<file path="src/rtl/color_event_fifo.sv">
// Watches the colour vector {green, pink, black} and queues a timestamped record on every change.
// Records drain over a valid/ready stream; events arriving while full are dropped and counted.
module color_event_fifo #(
  parameter int unsigned DEPTH = 4,
  parameter int unsigned TS_W  = 8
) (
  input  logic                         i_clk,
  input  logic                         i_srst_n,
  input  logic                         i_green,
  input  logic                         i_pink,
  input  logic [1:0]                   i_black,
  input  logic                         i_clear,
  output logic                         o_valid,
  input  logic                         i_ready,
  output logic [TS_W+3:0]              o_data,
  output logic [$clog2(DEPTH+1)-1:0]   o_count,
  output logic                         o_overflow,
  output logic [7:0]                   o_dropCount
);

  localparam int unsigned CntW  = $clog2(DEPTH + 1);
  localparam int unsigned PtrW  = $clog2(DEPTH);
  localparam int unsigned DataW = TS_W + 4;

  localparam logic [CntW-1:0] DepthC = CntW'(DEPTH);

  logic [3:0]       snap;

  logic [TS_W-1:0]  ts_q, ts_d;
  logic [3:0]       prev_q;
  logic             primed_q;
  logic [DataW-1:0] mem_q [DEPTH];
  logic [PtrW-1:0]  wr_ptr_q, wr_ptr_d;
  logic [PtrW-1:0]  rd_ptr_q, rd_ptr_d;
  logic [CntW-1:0]  count_q, count_d;
  logic             overflow_q, overflow_d;
  logic [7:0]       drop_cnt_q, drop_cnt_d;

  logic             evt;
  logic             pop;
  logic             push;
  logic             drop;

  assign snap = {i_green, i_pink, i_black};

  always_comb begin
    evt  = primed_q && (snap != prev_q);
    pop  = (count_q != '0) && i_ready;
    // A full FIFO still accepts a record when the head leaves in the same cycle.
    push = evt && ((count_q != DepthC) || pop);
    drop = evt && !push;
  end

  always_comb begin
    ts_d     = ts_q + TS_W'(1);
    wr_ptr_d = wr_ptr_q;
    rd_ptr_d = rd_ptr_q;
    count_d  = count_q;

    if (push) begin
      wr_ptr_d = wr_ptr_q + PtrW'(1);
    end
    if (pop) begin
      rd_ptr_d = rd_ptr_q + PtrW'(1);
    end

    unique case ({push, pop})
      2'b10:   count_d = count_q + CntW'(1);
      2'b01:   count_d = count_q - CntW'(1);
      default: count_d = count_q;
    endcase
  end

  // Clear wins over history but not over a drop in the same cycle.
  always_comb begin
    overflow_d = overflow_q | drop;
    drop_cnt_d = drop_cnt_q;
    if (i_clear) begin
      overflow_d = drop;
      drop_cnt_d = drop ? 8'd1 : 8'd0;
    end else if (drop && (drop_cnt_q != 8'hFF)) begin
      drop_cnt_d = drop_cnt_q + 8'd1;
    end
  end

  always_ff @(posedge i_clk) begin
    if (!i_srst_n) begin
      ts_q       <= '0;
      prev_q     <= '0;
      primed_q   <= 1'b0;
      wr_ptr_q   <= '0;
      rd_ptr_q   <= '0;
      count_q    <= '0;
      overflow_q <= 1'b0;
      drop_cnt_q <= '0;
      for (int i = 0; i < int'(DEPTH); i++) begin
        mem_q[i] <= '0;
      end
    end else begin
      ts_q       <= ts_d;
      prev_q     <= snap;
      primed_q   <= 1'b1;
      wr_ptr_q   <= wr_ptr_d;
      rd_ptr_q   <= rd_ptr_d;
      count_q    <= count_d;
      overflow_q <= overflow_d;
      drop_cnt_q <= drop_cnt_d;
      if (push) begin
        mem_q[wr_ptr_q] <= {ts_q, snap};
      end
    end
  end

  assign o_valid     = (count_q != '0);
  assign o_data      = o_valid ? mem_q[rd_ptr_q] : '0;
  assign o_count     = count_q;
  assign o_overflow  = overflow_q;
  assign o_dropCount = drop_cnt_q;

endmodule
</file>
<file path="config.mk">
export PLATFORM = sky130hd
export DESIGN_NAME = color_event_fifo
export DESIGN_NICKNAME = d
export VERILOG_FILES = /design/src/rtl/color_event_fifo.sv
export SDC_FILE = /design/constraint.sdc
export NUM_CORES = 1
export LEC_CHECK = 0
export ABC_CLOCK_PERIOD_IN_PS = 3120
export CAP_MARGIN = 20
export CORE_ASPECT_RATIO = 2
export CORE_MARGIN = 2
export CORE_UTILIZATION = 57
export DETAILED_ROUTE_END_ITERATION = 10
export GPL_TIMING_DRIVEN = 0
export PLACE_DENSITY_LB_ADDON = 0.05
export SLEW_MARGIN = 25
export SYNTH_ARGS = -nofsm -noshare
export SYNTH_HDL_FRONTEND = slang
export SYNTH_SLANG_ARGS = --single-unit
</file>
<file path="constraint.sdc">
create_clock -name i_clk -period 3.12 [get_ports i_clk]
set_input_delay 0.468 -clock i_clk [delete_from_list [all_inputs] [get_ports i_clk]]
set_output_delay 0.468 -clock i_clk [all_outputs]
set_load 0.01 [all_outputs]
</file>
==> results of run 1 <==
[cells in the mapped netlist]
| cell | instances | area [um2] |
|---|---|---|
| a21boi_0 | 1 | 7.51 |
| a21oi_1 | 3 | 15.0 |
| a21oi_2 | 1 | 8.76 |
| a31oi_1 | 1 | 6.26 |
| a41o_4 | 1 | 21.3 |
| and2_1 | 66 | 413 |
| and3_1 | 2 | 12.5 |
| and3b_1 | 2 | 17.5 |
| and4_1 | 1 | 8.76 |
| and4b_1 | 1 | 10.0 |
| buf_2 | 1 | 5.00 |
| buf_6 | 1 | 11.3 |
| clkbuf_1 | 9 | 33.8 |
| dfxtp_1 | 31 | 621 |
| edfxtp_1 | 48 | 1440 |
| fa_1 | 1 | 20.0 |
| ha_1 | 2 | 25.0 |
| inv_1 | 5 | 18.8 |
| mux2i_1 | 3 | 30.0 |
| mux4_2 | 12 | 270 |
| nand2_1 | 12 | 45.0 |
| nand2b_1 | 5 | 31.3 |
| nand3_1 | 7 | 35.0 |
| nor2_1 | 8 | 30.0 |
| nor2b_1 | 15 | 93.8 |
| nor3_1 | 5 | 25.0 |
| nor3b_1 | 2 | 15.0 |
| nor3b_2 | 1 | 12.5 |
| nor4_1 | 1 | 6.26 |
| nor4_4 | 2 | 42.5 |
| nor4b_1 | 1 | 8.76 |
| o21a_1 | 1 | 7.51 |
| o21ai_0 | 3 | 15.0 |
| o41ai_2 | 1 | 16.3 |
| or3b_1 | 1 | 8.76 |
| or4b_4 | 1 | 13.8 |
| xnor2_1 | 10 | 87.6 |
| xor2_1 | 9 | 78.8 |
[sequential cells by signal (all words and copies together) (netlist names), 2 cells and up, named ones only]
register     count
ts_q             8
wr_ptr_q         2
rd_ptr_q         2
o_count          3
o_dropCount      8
prev_q           4
mem_q           48
[power breakdown]
part	switching, mW	total (mW)	internal (mW)
registers	0.0634	1.27	1.20
logic	0.347	0.730	0.384
clock network	0.376	0.935	0.559
total	0.787	2.93	2.14
[metal layers]
metal / track usage, % / up-vias / part of all wire, % / wire (um)
li1: - / 1057 / - / -
met1: 23.1 / 1049 / 38 / 2560
met2: 41.4 / 36 / 58 / 3880
met3: 4.02 / 7 / 2.5 / 166
met4: 8.44 / 0 / 1.5 / 100
met5: 0 / - / 0 / 0
[placed cells by master, fill, tap and decap left out, types with 2 or more instances in the layout]
cell type,count
xor2_1,9
ha_1,2
nand2b_1,5
xnor2_1,10
and3b_1,2
inv_1,5
nand3_1,7
clkbuf_16,9
clkinv_2,2
and2_1,66
clkbuf_1,13
nor3b_1,2
nor4_4,2
mux2i_1,3
nor3_1,5
a21oi_1,3
o21ai_0,2
edfxtp_1,48
clkdlybuf4s50_1,32
nor2b_1,15
nor2_1,8
dfxtp_1,31
buf_6,2
mux4_2,12
and3_1,2
nand2_1,12
[worst max-delay path: stages (launching register included)]
cell             delay, ps
dfxtp_1                360
nor3_1                 580
clkbuf_1               480
nor2b_1                110
clkdlybuf4s50_1        500
[path summary, 6_finish.rpt]
kind,cells after the start,slack [ps],from,to
worst max-delay path,4,290,o_count[0],o_data[9]
worst min-delay path,2,510,o_count[2],o_count[2]
worst max register to register,8,670,prev_q[1],o_count[2]
worst min register to register,2,510,o_count[2],o_count[2]
[final cells by class]
type / instances / area, um2
sequential: 79 / 2060
fill: 449 / 1760
multi-input combinational: 182 / 1440
timing repair buffer: 33 / 332
clock buffer: 14 / 254
tap: 63 / 78.8
buffer: 11 / 50.0
inverter: 5 / 18.8
clock inverter: 2 / 10.0
[cells by family (layout without fill, tap and decap cells)]
| logic type | count (synthesis) | in the layout |
|---|---|---|
| AND/OR/NAND/NOR | 133 | 133 |
| flip-flops | 79 | 79 |
| XOR/XNOR | 19 | 19 |
| buffers and inverters | 16 | 65 |
| multiplexers | 15 | 15 |
| AO/OA/AOI/OAI | 12 | 12 |
| adder cells (fa/ha/maj) | 3 | 3 |
[stage by stage]
step / instances / setup TNS (ps) / setup slack (ps) / instance area (um2)
floorplan: 277 / 0 / 616 / 3570
global placement: 372 / -10800 / -805 / 3970
detailed placement: 373 / -761 / -57.5 / 3980
CTS: 389 / 0 / 225 / 4250
global route: 389 / 0 / 61.9 / 4250
finish: 389 / 0 / 291 / 4250
==> flow_metrics.tcl, run 1 <==
set metrics [dict create \
    status "completed" \
    endpoint_kind "output pin" \
    cts_num_sinks 79 \
    nets 332 \
    syn_inst 277 \
    grt_max_degree 13 \
    via_per_inst 5.52 \
    synth_warnings 0 \
    maxCapViolations 0 \
    finalHoldViolations 0 \
    worst_hold_slack_ps 507 \
    drv_slew 0 \
    holdBufCountCts 0 \
    cts_root_buf "clkbuf_16" \
    synth_top_family_by_area "simple AND/OR/NAND/NOR gates" \
    setup_viol 0 \
    fmax_ghz 0.354 \
    startpoint_type "flip-flop" \
    antenna_cells 0 \
    synth_simple_gate_area_share_pct 23.2 \
    synthXorXnorAreaFrac_pct 4.66 \
    hpwl_mm 4.73 \
    cts_buffer_depth 2 \
    num_rows 40 \
    htree_levels 3 \
    grt_overflow 0 \
    ys_seq_area_share_pct 57.8 \
    clk_latency_ps 330 \
    slew_headroom_pct 46.4 \
    post_cts_resized 0 \
    synth.distinct_cells 38 \
    syn-num-nets 288 \
    ys_seq_elements 79 \
    synth_adder_area_share_pct 1.26 \
    die_h_um 116 \
    critPathMaxFanout 10 \
    netlist_area_mm2 0.00357 \
    finish.utilization_pct 70.7 \
    period_share_pct 90.7 \
    globalplace.congestion 0.733 \
    area_growth_pct 19.0 \
    critPathKind "flip-flop to output pin" \
    grtUsageTotal_pct 22.1 \
    min_period_ps 2830 \
    core_region_area_mm2 0.00601 \
    die_w_um 60.0 \
    start_util_pct 59.4 \
    rsz0062_at_grt "no" \
    min_path_type "flip-flop to flip-flop" \
    drt-total-wl_mm 6.71 \
    crit_required_ps 2650 \
    ant_nets 0 \
    irDropWorstVdd_uv 492 \
    antenna_found_initial 0 \
    portBuffers 32 \
    power_density_mw_per_mm2 690 \
    tightest_slew_ps 793 \
    post-cts-setup-buffers 0 \
    synth.area.mux_share_pct 8.41 \
    drtIter0Drc 40 \
    firstDrtPassIters 4 \
    drive_gt1_share_pct 10.7 \
    cts_tree "yes" \
    grt_pass1_wl_mm 10.9 \
    cp.arrival_ps 2360 \
    dieArea_mm2 0.00695 \
    vias 2149 \
    drc 0 \
    skew_ps 6.63 \
    grt_pass1_vias 2263 \
    ios 33 \
    synth_compound_area_share_pct 2.73 \
    cts.clk_slew.worst_paths_ps 50 \
    leakage_nw 1.58 \
    power_mw 2.93 \
    cts_made_buffers 9 \
    wl_per_cell_um 17.3 \
    avgSynthCellArea_um2 12.9 \
]
Power figures use the tool's default switching activity.
==> run 2, diff against run 1 <==
ABC_AREA = 1   (was default)
==> flow_metrics.tcl, run 2 <==
set metrics [dict create \
    status "completed" \
    globalplace.congestion 0.794 \
    top_layer_used "met4" \
    ys_seq_area_share_pct 57.9 \
    critPathMaxFanout 10 \
    ant_nets 0 \
    switching_share_pct 28.4 \
    grt_max_degree 13 \
    grt_pass1_vias 2753 \
    slew_headroom_pct 53.0 \
    synth_most_common_cell "nor2_1" \
    startpoint_type "flip-flop" \
    skew_ps 6.83 \
    setup_viol 0 \
    cts_root_buf "clkbuf_16" \
    irDropWorstVdd_uv 368 \
    period_share_pct 86.8 \
    synth_edf_count 48 \
    synthFlopType "edfxtp_1" \
    firstDrtPassIters 4 \
    netlist_area_mm2 0.00356 \
    drive_gt1_share_pct 6.28 \
    avgSynthCellArea_um2 8.59 \
    finalHoldViolations 0 \
    synth.area.mux_share_pct 0 \
    final_common_cell "nor2_1" \
    fin_tns_setup_ps 0 \
    num_rows 40 \
    power_frac_seq_pct 42.2 \
    reg2reg_from "prev_q[0]" \
    cts_made_buffers 9 \
    portBuffers 32 \
    wl_per_cell_um 14.3 \
    vias 2773 \
    largest_reg_flops 48 \
    hold_start "ts_q[0]" \
    place_area_mm2 0.00398 \
    die_h_um 116 \
    synth_largest_area_cell "edfxtp_1" \
    synth_top_family_by_area "simple AND/OR/NAND/NOR gates" \
    fmax_ghz 0.369 \
    postLayoutCellArea_mm2 0.00426 \
    synth_compound_area_share_pct 9.87 \
    die_w_um 59.9 \
    final_cell_count_no_fill 525 \
    maxCapViolations 0 \
    cts_num_sinks 79 \
    yosysTopAreaCellShare_pct 40.4 \
    min_path_type "flip-flop to flip-flop" \
    regMostFlops "mem_q" \
    grt_overflow 0 \
    power_mw 2.89 \
    p_clk_share_pct 34.7 \
    cts_buffer_depth 2 \
    rsz0062_at_grt "no" \
    hpwl_mm 5.61 \
    cp.arrival_ps 2240 \
    start_util_pct 59.3 \
    leakage_nw 1.70 \
    drc 0 \
    antenna_found_initial 0 \
    place_inst 510 \
    power_density_mw_per_mm2 678 \
    drt-total-wl_mm 7.51 \
    dieArea_mm2 0.00694 \
    synthXorXnorAreaFrac_pct 0.737 \
    synth_warnings 0 \
    cts.clk_slew.worst_paths_ps 50 \
    nets 469 \
    syn-num-nets 426 \
    synth_adder_area_share_pct 1.26 \
    syn_inst 415 \
    grt_pass1_wl_mm 12.4 \
    clk_latency_ps 330 \
    min_period_ps 2710 \
    synth_common_cells "nor2_1 (110), nand2_1 (57), inv_1 (51)" \
    p_int_mw 2.07 \
    endpoint_kind "output pin" \
    crit_required_ps 2650 \
    wl_met1_mm 2.79 \
    wl_met2_mm 4.35 \
    synth.area.top_cells "edfxtp_1 (40%), dfxtp_1 (17%), nor2_1 (12%)" \
    htree_levels 3 \
    wl_met3_um 209 \
    synth.distinct_cells 28 \
    core_region_area_mm2 0.00601 \
    p_switching_mw 0.821 \
    layout_common_cells "nor2_1 (110), nand2_1 (57), inv_1 (51), edfxtp_1 (48), o21ai_0 (36)" \
    synth_simple_gate_area_share_pct 22.6 \
    antenna_cells 0 \
    tightest_slew_ps 704 \
    async_flop_share_pct 0 \
    post_cts_resized 0 \
    critPathKind "flip-flop to output pin" \
    ios 33 \
    area_growth_pct 19.7 \
    drtIter0Drc 91 \
    post-cts-setup-buffers 0 \
    grtUsageTotal_pct 24.5 \
    ys_seq_elements 79 \
    finish.utilization_pct 71.0 \
    drv_slew 0 \
    via_per_inst 5.28 \
    cts_tree "yes" \
    combPwrFrac_pct 23.1 \
    holdBufCountCts 0 \
]
## run 2: cell type report
class / count / area [um2]
Sequential cell: 79 / 2060
Clock inverter: 4 / 47.5
Timing Repair Buffer: 32 / 320
Multi-Input combinational cell: 268 / 1250
Inverter: 53 / 199
Tap cell: 63 / 78.8
Fill cell: 478 / 1740
Clock buffer: 11 / 233
Buffer: 15 / 75.1
## run 2: logic make-up after synthesis
family / count (synthesis)
XOR/XNOR: 3
buffers and inverters: 68
AND/OR/NAND/NOR: 193
AO/OA/AOI/OAI: 69
flip-flops: 79
adder cells (fa/ha/maj): 3
## run 2: metal layers
| layer | GRT usage (%) | vias up |
|---|---|---|
| li1 | - | 1431 |
| met1 | 23.6 | 1281 |
| met2 | 46.2 | 47 |
| met3 | 5.58 | 14 |
| met4 | 11.7 | 0 |
| met5 | 0 | - |
## run 2: path summary, 6_finish.rpt
| kind | end | slack, ps | cells past startpoint |
|---|---|---|---|
| setup / recovery | o_data[9] | 410 | 6 |
| hold / removal | ts_q[0] | 470 | 1 |
| setup reg to reg | mem_q[2][7] | 970 | 10 |
| hold reg to reg | ts_q[0] | 470 | 1 |
## run 2: critical path, cell delays in order, from the launching register on
cell	delay (ps)
dfxtp_1	300
clkbuf_1	180
inv_2	140
clkbuf_1	360
o21ai_0	180
a21oi_1	190
clkdlybuf4s50_1	560
## run 2: power by group through the flow
stage / logic [mW] / clock network [mW] / registers (mW)
final: 0.667 / 1.00 / 1.22
after CTS: 0.676 / 1.01 / 1.22
after detailed placement: 0.671 / 0 / 1.24
after global routing: 0.740 / 1.05 / 1.23
after global placement: 0.651 / 0 / 1.24
after floorplan: 0.379 / 0 / 1.24
## run 2: through the flow
step,setup WS [ps],hold slack [ps]
detailed placement,296,454
floorplan,812,430
global placement,-405,446
global route,235,497
CTS,363,467
finish,410,469
